$ cat src/rtl/timed_mux.sv
// timed_mux: two-input time-division multiplexer.
// A free-running slot timer alternates between d0 (DWELL0 cycles) and
// d1 (DWELL1 cycles). The selected input is registered onto out, so out
// lags sel by one cycle.
// Optional build macro: TIMED_MUX_FREEZE_EN adds a freeze input that
// holds the timer and the data register.
module timed_mux #(
  parameter int W      = 1,
  parameter int DWELL0 = 1,
  parameter int DWELL1 = 1,
  parameter int CNT_W  = 8
) (
  input  logic         clk,
  input  logic         rst,
  input  logic         en,
`ifdef TIMED_MUX_FREEZE_EN
  input  logic         freeze,
`endif
  input  logic [W-1:0] d0,
  input  logic [W-1:0] d1,
  output logic [W-1:0] out,
  output logic         sel,
  output logic         slot_start
);

  // Last count value of each slot, truncated to the counter width.
  localparam logic [CNT_W-1:0] LAST0 = CNT_W'(DWELL0 - 1);
  localparam logic [CNT_W-1:0] LAST1 = CNT_W'(DWELL1 - 1);

  logic [CNT_W-1:0] cnt;
  logic [CNT_W-1:0] last;
  logic             hold;

  // Terminal count for the slot in progress, plus the global hold request.
  always_comb begin
    last = sel ? LAST1 : LAST0;
`ifdef TIMED_MUX_FREEZE_EN
    hold = freeze;
`else
    hold = 1'b0;
`endif
  end

  // Slot timer: count while enabled, swap channel on the terminal count.
  always_ff @(posedge clk or posedge rst) begin
    if (rst) begin
      cnt        <= '0;
      sel        <= 1'b0;
      slot_start <= 1'b0;
    end else if (hold || !en) begin
      slot_start <= 1'b0;
    end else if (cnt == last) begin
      cnt        <= '0;
      sel        <= ~sel;
      slot_start <= 1'b1;
    end else begin
      cnt        <= cnt + 1'b1;
      slot_start <= 1'b0;
    end
  end

  // Data path: register the channel selected before this edge.
  always_ff @(posedge clk or posedge rst) begin
    if (rst) begin
      out <= '0;
    end else if (!hold) begin
      out <= sel ? d1 : d0;
    end
  end

endmodule

$ cat config.mk
export PLATFORM = sky130hd
export DESIGN_NAME = timed_mux
export DESIGN_NICKNAME = d
export VERILOG_FILES = /design/src/rtl/timed_mux.sv
export SDC_FILE = /design/constraint.sdc
export NUM_CORES = 1
export LEC_CHECK = 0
export CORE_AREA = 10 10 47 49
export DETAILED_ROUTE_END_ITERATION = 10
export DIE_AREA = 0 0 57 59
export PLACE_DENSITY = 0.69
export SLEW_MARGIN = 20
export SYNTH_ARGS = -nofsm -noshare
export SYNTH_HDL_FRONTEND = slang
export SYNTH_SLANG_ARGS = --single-unit
$ cat constraint.sdc
create_clock -name clk -period 1.8 [get_ports clk]
set_input_delay 0.36 -clock clk [delete_from_list [all_inputs] [get_ports clk]]
set_output_delay 0.36 -clock clk [all_outputs]
set_load 0.01 [all_outputs]
# Word-level counts from Yosys, hierarchy flattened
# Cells that the tools add are included.
totals:
  output_inout_bits: 3
  inputBits: 5
  register_bits: 11
  elab_cells: 12
classes:
  n_mux: 4
  bitwise: 1
  reduce_logical: 2
  add_sub_neg: 1
ops:
  columns: ["op", "n"]
  rows:
  - ["8-bit by 1-bit adder with 8-bit output, second input constant", 1]
  - ["8-bit zero test", 1]
  - ["8-bit two-way mux", 1]
  - ["1-bit two-way mux", 3]
  - ["2-bit AND reduction", 1]
  - ["1-bit NOT", 1]

# Depth between registers and ports, before layout
# Gate-level depths: netlist of the first run.
depth:
  word_depth: 3
  ltp_mapped: 6
  ltp_nobuf: 5

# Least setup slack after synthesis of the first run
# Ideal clock, no wire load.
synth_path:
  kind: "register to register"
  startpoint: "register cnt[0]"
  endpoint: "register sel"
  t_required_ps: 1673
  setup_ps: 127
  path_buffers: 1
  synth_period_minus_slack_ps: 1291
  setup_slack_ps: 509
  t_arrival_ps: 1165
  path_stages_with_launch: 7
  cell_sequence: "dfrtp_1 -> inv_1 -> ha_1 -> nor4b_2 -> and4b_1 -> buf_6 -> xor2_2"
synth_via:
  elab_chain_cells: 2
synth_rtl:
  columns: ["element", "line", "source"]
  rows:
  - ["from (decl)", "30", "logic [CNT_W-1:0] cnt;"]
  - ["from (signal assigned)", "57", "cnt <= cnt + 1'b1;"]
  - ["8-bit zero test", "52", "end else if (cnt == last) begin"]
  - ["2-bit AND reduction (no source line)", null, null]
  - ["to (signal assigned)", "54", "sel <= ~sel;"]
  - ["to (decl)", "22", "output logic sel,"]
# No other way between the ends.
# A chain may end at the register's enable or synchronous reset.

# Worst setup path in the final report of the first run
layout_path:
  startpoint: "register sel"
  endpoint: "output sel"
# No word-level cell between the ends.

==> results of run 1 <==
power by group through the flow:
stage	clock, mW	combinational (mW)	sequential, mW
finish	0.164	0.263	0.414
global route	0.182	0.299	0.430
CTS	0.171	0.271	0.415
detailed placement	0	0.266	0.418
global placement	0	0.258	0.418
floorplan	0	0.175	0.415
through the flow:
| stage | setup WS [ns] | power [mW] | instance area [µm²] | util [%] |
|---|---|---|---|---|
| 3_5_place_dp | 0.327 | 0.684 | 592 | 42.2 |
| 4_1_cts | 0.164 | 0.856 | 618 | 44.1 |
| 6_report | 0.185 | 0.840 | 618 | 44.1 |
| 5_1_grt | 0.118 | 0.911 | 618 | 44.1 |
| 3_3_place_gp | 0.347 | 0.676 | 592 | 42.2 |
| 2_1_floorplan | 0.509 | 0.590 | 510 | - |
layout by cell type, fill, tap and decap left out, types with 2 or more instances in the layout:
cell,Yosys,layout
inv_1,3,3
nor2_1,4,4
clkbuf_4,0,3
nand2_1,3,3
clkdlybuf4s50_1,0,7
nand4_1,3,3
ha_1,2,2
xnor2_1,6,6
dfrtp_1,11,11
routing by layer:
metal  part of all wire, %  vias to the layer above  track usage [%]
li1                      -                      156                -
met1                    41                      157             5.31
met2                    50                        5             9.30
met3                   7.1                        2             4.72
met4                   1.4                        0             3.02
met5                     0                        -                0
path summary, 6_finish.rpt:
| path | to | slack, ns | depth (start not counted) |
|---|---|---|---|
| max | sel | 0.18 | 1 |
| min reg2reg | cnt[7]$_DFFE_PP0P_ | 0.49 | 1 |
| max reg2reg | sel$_DFFE_PP0P_ | 0.43 | 5 |
| min | cnt[0]$_DFFE_PP0P_ | 0.37 | 2 |
| min in group clk | cnt[7]$_DFFE_PP0P_ | 0.49 | 1 |
| max in group asynchronous | cnt[1]$_DFFE_PP0P_ | 1.14 | 2 |
cell type report:
type                       instances  area (µm²)
multi-input combinational         26         208
clock buffer                       4        26.3
fill                             148         783
sequential                        11         275
timing repair buffer               8        77.6
tap                               16        20.0
inverter                           3        11.3
cell families after synthesis:
family                     after synthesis
buffers and inverters                    5
DFF                                     11
muxes                                    2
and+or+nand+nor                         14
adders and majority gates                2
xor gates and xnor gates                 8
sequential cells by signal (all words and copies together), names as in the netlist:
register,flops
sel,1
cnt,8
slot_start,1
out,1
==> results.py, run 1 <==
metrics = {
    "run_status": {
        "status": "finished clean",
    },
    "floorplanning": {
        "initial_core_util_pct": 36.4,
        "core_area_um2": 1400,
        "io_pins": 8,
        "die_height_um": 59,
        "dieArea_um2": 3360,
        "die_w_um": 57,
        "rows": 14,
    },
    "critical_path": {
        "crit_path_end_kind": "output port",
        "path_buf_inv": 1,
        "cp_slowest_cell": "clkdlybuf4s50_1",
        "worstPathRequired_ns": 1.44,
        "worstSetupPathType": "reg -> out",
        "crit-reg2reg-launch": "cnt[0]$_DFFE_PP0P_",
        "max_stage_delay_ns": 0.57,
        "cp_data_arrival_time_ns": 1.26,
        "crit_family": "buffers and inverters",
        "crit_chain": "clkdlybuf4s50_1",
        "cp-startpoint": "sel$_DFFE_PP0P_",
        "startpoint_type": "flip-flop",
        "crit_path_max_fanout": 3,
    },
    "yosys": {
        "yosys.area_share.adder_pct": 4.90,
        "synth.distinct_cells": 17,
        "yosysSeqAreaShare_pct": 53.9,
        "syn-num-nets": 49,
        "netlist.top_cell.by_area": "dfrtp_1",
        "syn-cell-area_um2": 510,
        "synthCells": 42,
        "synthTopCellsByArea": "dfrtp_1, xnor2_1, ha_1",
        "synthMuxAreaShare_pct": 4.17,
        "synth_ff_type": "dfrtp_1",
        "async_flop_share_pct": 100,
        "synth_top_family_by_area": "simple AND/OR/NAND/NOR gates",
        "synth-seq-cells": 11,
        "synth_xor_area_share_pct": 15.2,
        "synth_compound_area_share_pct": 0,
        "yosys_warnings": 0,
        "avgSynthCellArea_um2": 12.2,
        "synth_edf_count": 0,
        "synth_top_area_share_pct": 53.9,
        "post-synth-top-count-cell": "dfrtp_1",
        "synthSimpleGateAreaFrac_pct": 16.4,
        "synth_common_cells": "dfrtp_1, xnor2_1, nor2_1",
    },
    "global_routing": {
        "grt_use_total_pct": 5.87,
        "grt_pass1_wl_um": 1500,
        "antenna_found_initial": 0,
        "grt_max_degree": 12,
        "grt_overflow": 0,
        "grt_pass1_vias": 356,
    },
    "route": {
        "drc": 0,
        "drt-initial-drc-count": 4,
        "viasPerCell": 4.71,
        "post_drt_wl_per_cell_um": 12.6,
        "routed_wl_um": 856,
        "num_vias": 320,
        "drtAntennaViolNets": 0,
        "firstDrtPassIters": 2,
    },
    "power": {
        "switchingPower_mw": 0.274,
        "p_comb_share_pct": 31.3,
        "power_frac_clock_pct": 19.5,
        "swShare_pct": 32.6,
        "power.leakage_nw": 0.282,
        "seq_power_share_pct": 49.2,
        "vdd_ir_drop_max_mv": 0.622,
        "powerDensity_nw_per_um2": 1360,
        "p_int_mw": 0.566,
    },
    "placement": {
        "portBuffers": 7,
        "dp_hpwl_um": 616,
        "dp_cells": 64,
        "gp_congestion": 0.745,
    },
    "timing": {
        "rsz0062_at_grt": "no",
        "report.final.slew_viol_count": 0,
        "relSlewSlack_pct": 73.5,
        "layout_min_cycle_time_ns": 1.62,
        "holdWs_ns": 0.372,
        "hold_viol": 0,
        "max_clock_freq_mhz": 619,
        "setup_violations": 0,
        "clock_skew_ns": 0.00468,
        "worst_slew_pin_slew_ns": 0.397,
        "min_period_over_period_pct": 89.7,
        "tns_ns": 0,
    },
    "min_path": {
        "hp-class": "in -> async",
    },
    "clocking": {
        "cts_tree": "built",
        "h-tree-depth": 1,
        "clkLatencyLatePin_ns": 0.26,
        "ctsHoldBuffers": 0,
        "clkTransAtPathRegs_ns": 0.07,
        "cts_setup_buffers": 0,
        "clock_sinks": 11,
        "root_buffer": "clkbuf_4",
        "clockBufferDepth": 2,
        "cts_resized": 0,
        "cts_buffers": 3,
    },
    "final_layout": {
        "fin_cells": 68,
        "area_growth_pct": 21.1,
        "nets": 60,
        "drive_gt1_share_pct": 15.4,
        "antenna_cells": 0,
    },
    "run": {
        "drv_cap": 0,
    },
}
Power figures use the tool's default switching activity.
==> inputs of run 2 (changes only) <==
Settings changed: ABC_AREA from default to 1, PLACE_DENSITY 0.69 to 0.75.
==> results.py, run 2 <==
metrics = {
    "run_status": {
        "status": "finished clean",
    },
    "yosys": {
        "synth-seq-cells": 11,
        "yosys_warnings": 0,
        "synth_ff_type": "dfrtp_1",
        "syn-cell-area_um2": 581,
        "synth_common_cells": "nand2_1, inv_1, dfrtp_1",
        "yosysSeqAreaShare_pct": 47.4,
        "synth_edf_count": 0,
        "syn-num-nets": 75,
        "synth.distinct_cells": 17,
        "synthTopCellsByArea": "dfrtp_1, nand2_1, inv_1",
        "synth_top_area_share_pct": 47.4,
        "post-synth-top-count-cell": "nand2_1",
        "netlist.top_cell.by_area": "dfrtp_1",
        "avgSynthCellArea_um2": 8.54,
        "async_flop_share_pct": 100,
        "synthCells": 68,
    },
    "route": {
        "drt-initial-drc-count": 8,
        "num_vias": 431,
        "routed-wl-met2_um": 538,
        "firstDrtPassIters": 2,
        "drtAntennaViolNets": 0,
        "post_drt_wl_per_cell_um": 10.8,
        "dr_wl_met3_um": 27,
        "routed.top_layer": "met4",
        "drc": 0,
        "routed_wl_um": 1020,
        "wl_met1_um": 422,
        "viasPerCell": 4.59,
    },
    "final_layout": {
        "regMostFlops": "cnt",
        "final_common_cell": "nand2_1",
        "antenna_cells": 0,
        "drive_gt1_share_pct": 11.5,
        "post-route-util_pct": 48.9,
        "nets": 86,
        "area_growth_pct": 18.1,
        "largest_register_ffs": 8,
        "fillerInstances": 145,
        "most-common-layout-cells": "nand2_1, inv_1, dfrtp_1",
    },
    "critical_path": {
        "crit_path_end_kind": "output port",
        "path_buf_inv": 1,
        "cp_data_arrival_time_ns": 1.21,
        "worstSetupPathType": "reg -> out",
        "cp_slowest_cell": "clkdlybuf4s50_1",
        "startpoint_type": "flip-flop",
        "max_stage_delay_ns": 0.56,
        "crit_chain": "clkdlybuf4s50_1",
        "crit_path_max_fanout": 4,
        "cp-startpoint": "sel$_DFFE_PP0P_",
        "crit-reg2reg-launch": "cnt[0]$_DFFE_PP0P_",
        "worstPathRequired_ns": 1.44,
        "crit_family": "buffers and inverters",
    },
    "placement": {
        "portBuffers": 7,
        "place_ws_ns": 0.191,
        "dp_hpwl_um": 801,
        "gp_congestion": 0.811,
    },
    "min_path": {
        "hp-class": "in -> async",
    },
    "clocking": {
        "clockBufferDepth": 2,
        "cts_tree": "built",
        "cts_resized": 0,
        "h-tree-depth": 1,
        "root_buffer": "clkbuf_4",
        "cts_setup_buffers": 0,
        "cts_buffers": 3,
        "clkLatencyLatePin_ns": 0.27,
        "clock_sinks": 11,
        "ctsHoldBuffers": 0,
        "clkTransAtPathRegs_ns": 0.07,
    },
    "timing": {
        "hold_viol": 0,
        "relSlewSlack_pct": 72.3,
        "holdWs_ns": 0.378,
        "clock_skew_ns": 0.00198,
        "min_period_over_period_pct": 87.1,
        "tns_ns": 0,
        "layout_min_cycle_time_ns": 1.57,
        "max_clock_freq_mhz": 638,
        "setup_violations": 0,
        "report.final.slew_viol_count": 0,
        "rsz0062_at_grt": "no",
        "worst_slew_pin_slew_ns": 0.415,
        "fin_ws_ns": 0.231,
    },
    "global_routing": {
        "grt_pass1_vias": 406,
        "grt_pass1_wl_um": 1610,
        "grt_use_total_pct": 6.22,
        "antenna_found_initial": 0,
        "grt_overflow": 0,
        "grt_max_degree": 12,
    },
    "power": {
        "power.leakage_nw": 0.349,
        "total_power_mw": 0.917,
        "powerDensity_nw_per_um2": 1340,
        "vdd_ir_drop_max_mv": 0.763,
    },
    "floorplanning": {
        "die_w_um": 57,
        "dieArea_um2": 3360,
        "die_height_um": 59,
        "io_pins": 8,
        "core_area_um2": 1400,
        "initial_core_util_pct": 41.4,
        "rows": 14,
    },
    "run": {
        "drv_cap": 0,
    },
}
==> run 2: cell count changes after synthesis, sizes merged, moves of 2 or more <==
cell and change:
nor2 +3, nand2 +15, nand3 +4, inv +12, xnor2 -4, and3 -2
==> run 2: kinds of logic (layout without fill, tap and decap cells) <==
kind of cell | count (synthesis) | after routing | share of synthesized area (%)
compound gates | 1 | 1 | 0.861
flops | 11 | 11 | 47.4
xor+xnor | 5 | 5 | 7.54
fa+ha+maj | 2 | 2 | 4.31
simple gates | 33 | 33 | 28.2
buf+inv | 16 | 26 | 11.6
==> run 2: through the flow <==
stage | std cells | area, µm²
after floorplan | 68 | 581
after global placement | 90 | 659
after detailed placement | 90 | 659
after CTS | 94 | 686
after global routing | 94 | 686
final | 94 | 686
==> run 2: where the power goes <==
group | switching, mW | total [mW] | internal, mW
logic | 0.180 | 0.310 | 0.130
registers | 0.0995 | 0.436 | 0.337
clock network | 0.0853 | 0.171 | 0.0857
==> run 2: layout make-up <==
class	count	area, µm²	share of cell area [%]
timing repair buffer	7	70.1	10.2
clock buffer	4	26.3	3.83
inverter	15	56.3	8.21
sequential	11	275	40.1
tap	16	20.0	2.92
multi-input combinational	41	238	34.7
==> run 2: layer usage <==
layer	global-route usage [%]	vias up
li1	-	224
met1	5.69	200
met2	10.7	3
met3	2.58	4
met4	5.03	0
met5	0	-
==> run 2: worst paths after layout <==
check                      slack, ns  depth (start not counted)                  to
min in group clk                0.53                          2       out$_DFF_PP0_
max                             0.23                          1                 sel
min reg2reg                     0.53                          2       out$_DFF_PP0_
max reg2reg                     0.62                          7  cnt[0]$_DFFE_PP0P_
min                             0.38                          2  cnt[6]$_DFFE_PP0P_
max in group asynchronous       1.13                          2  cnt[1]$_DFFE_PP0P_
==> inputs of run 3 (changes only) <==
Settings changed: CAP_MARGIN from default to 10, CTS_CLUSTER_SIZE from default to 16, GPL_ROUTABILITY_DRIVEN from default to 0.
==> results of run 3 <==
Same layout as run 2: the final DEF is identical, and so are final timing and power.
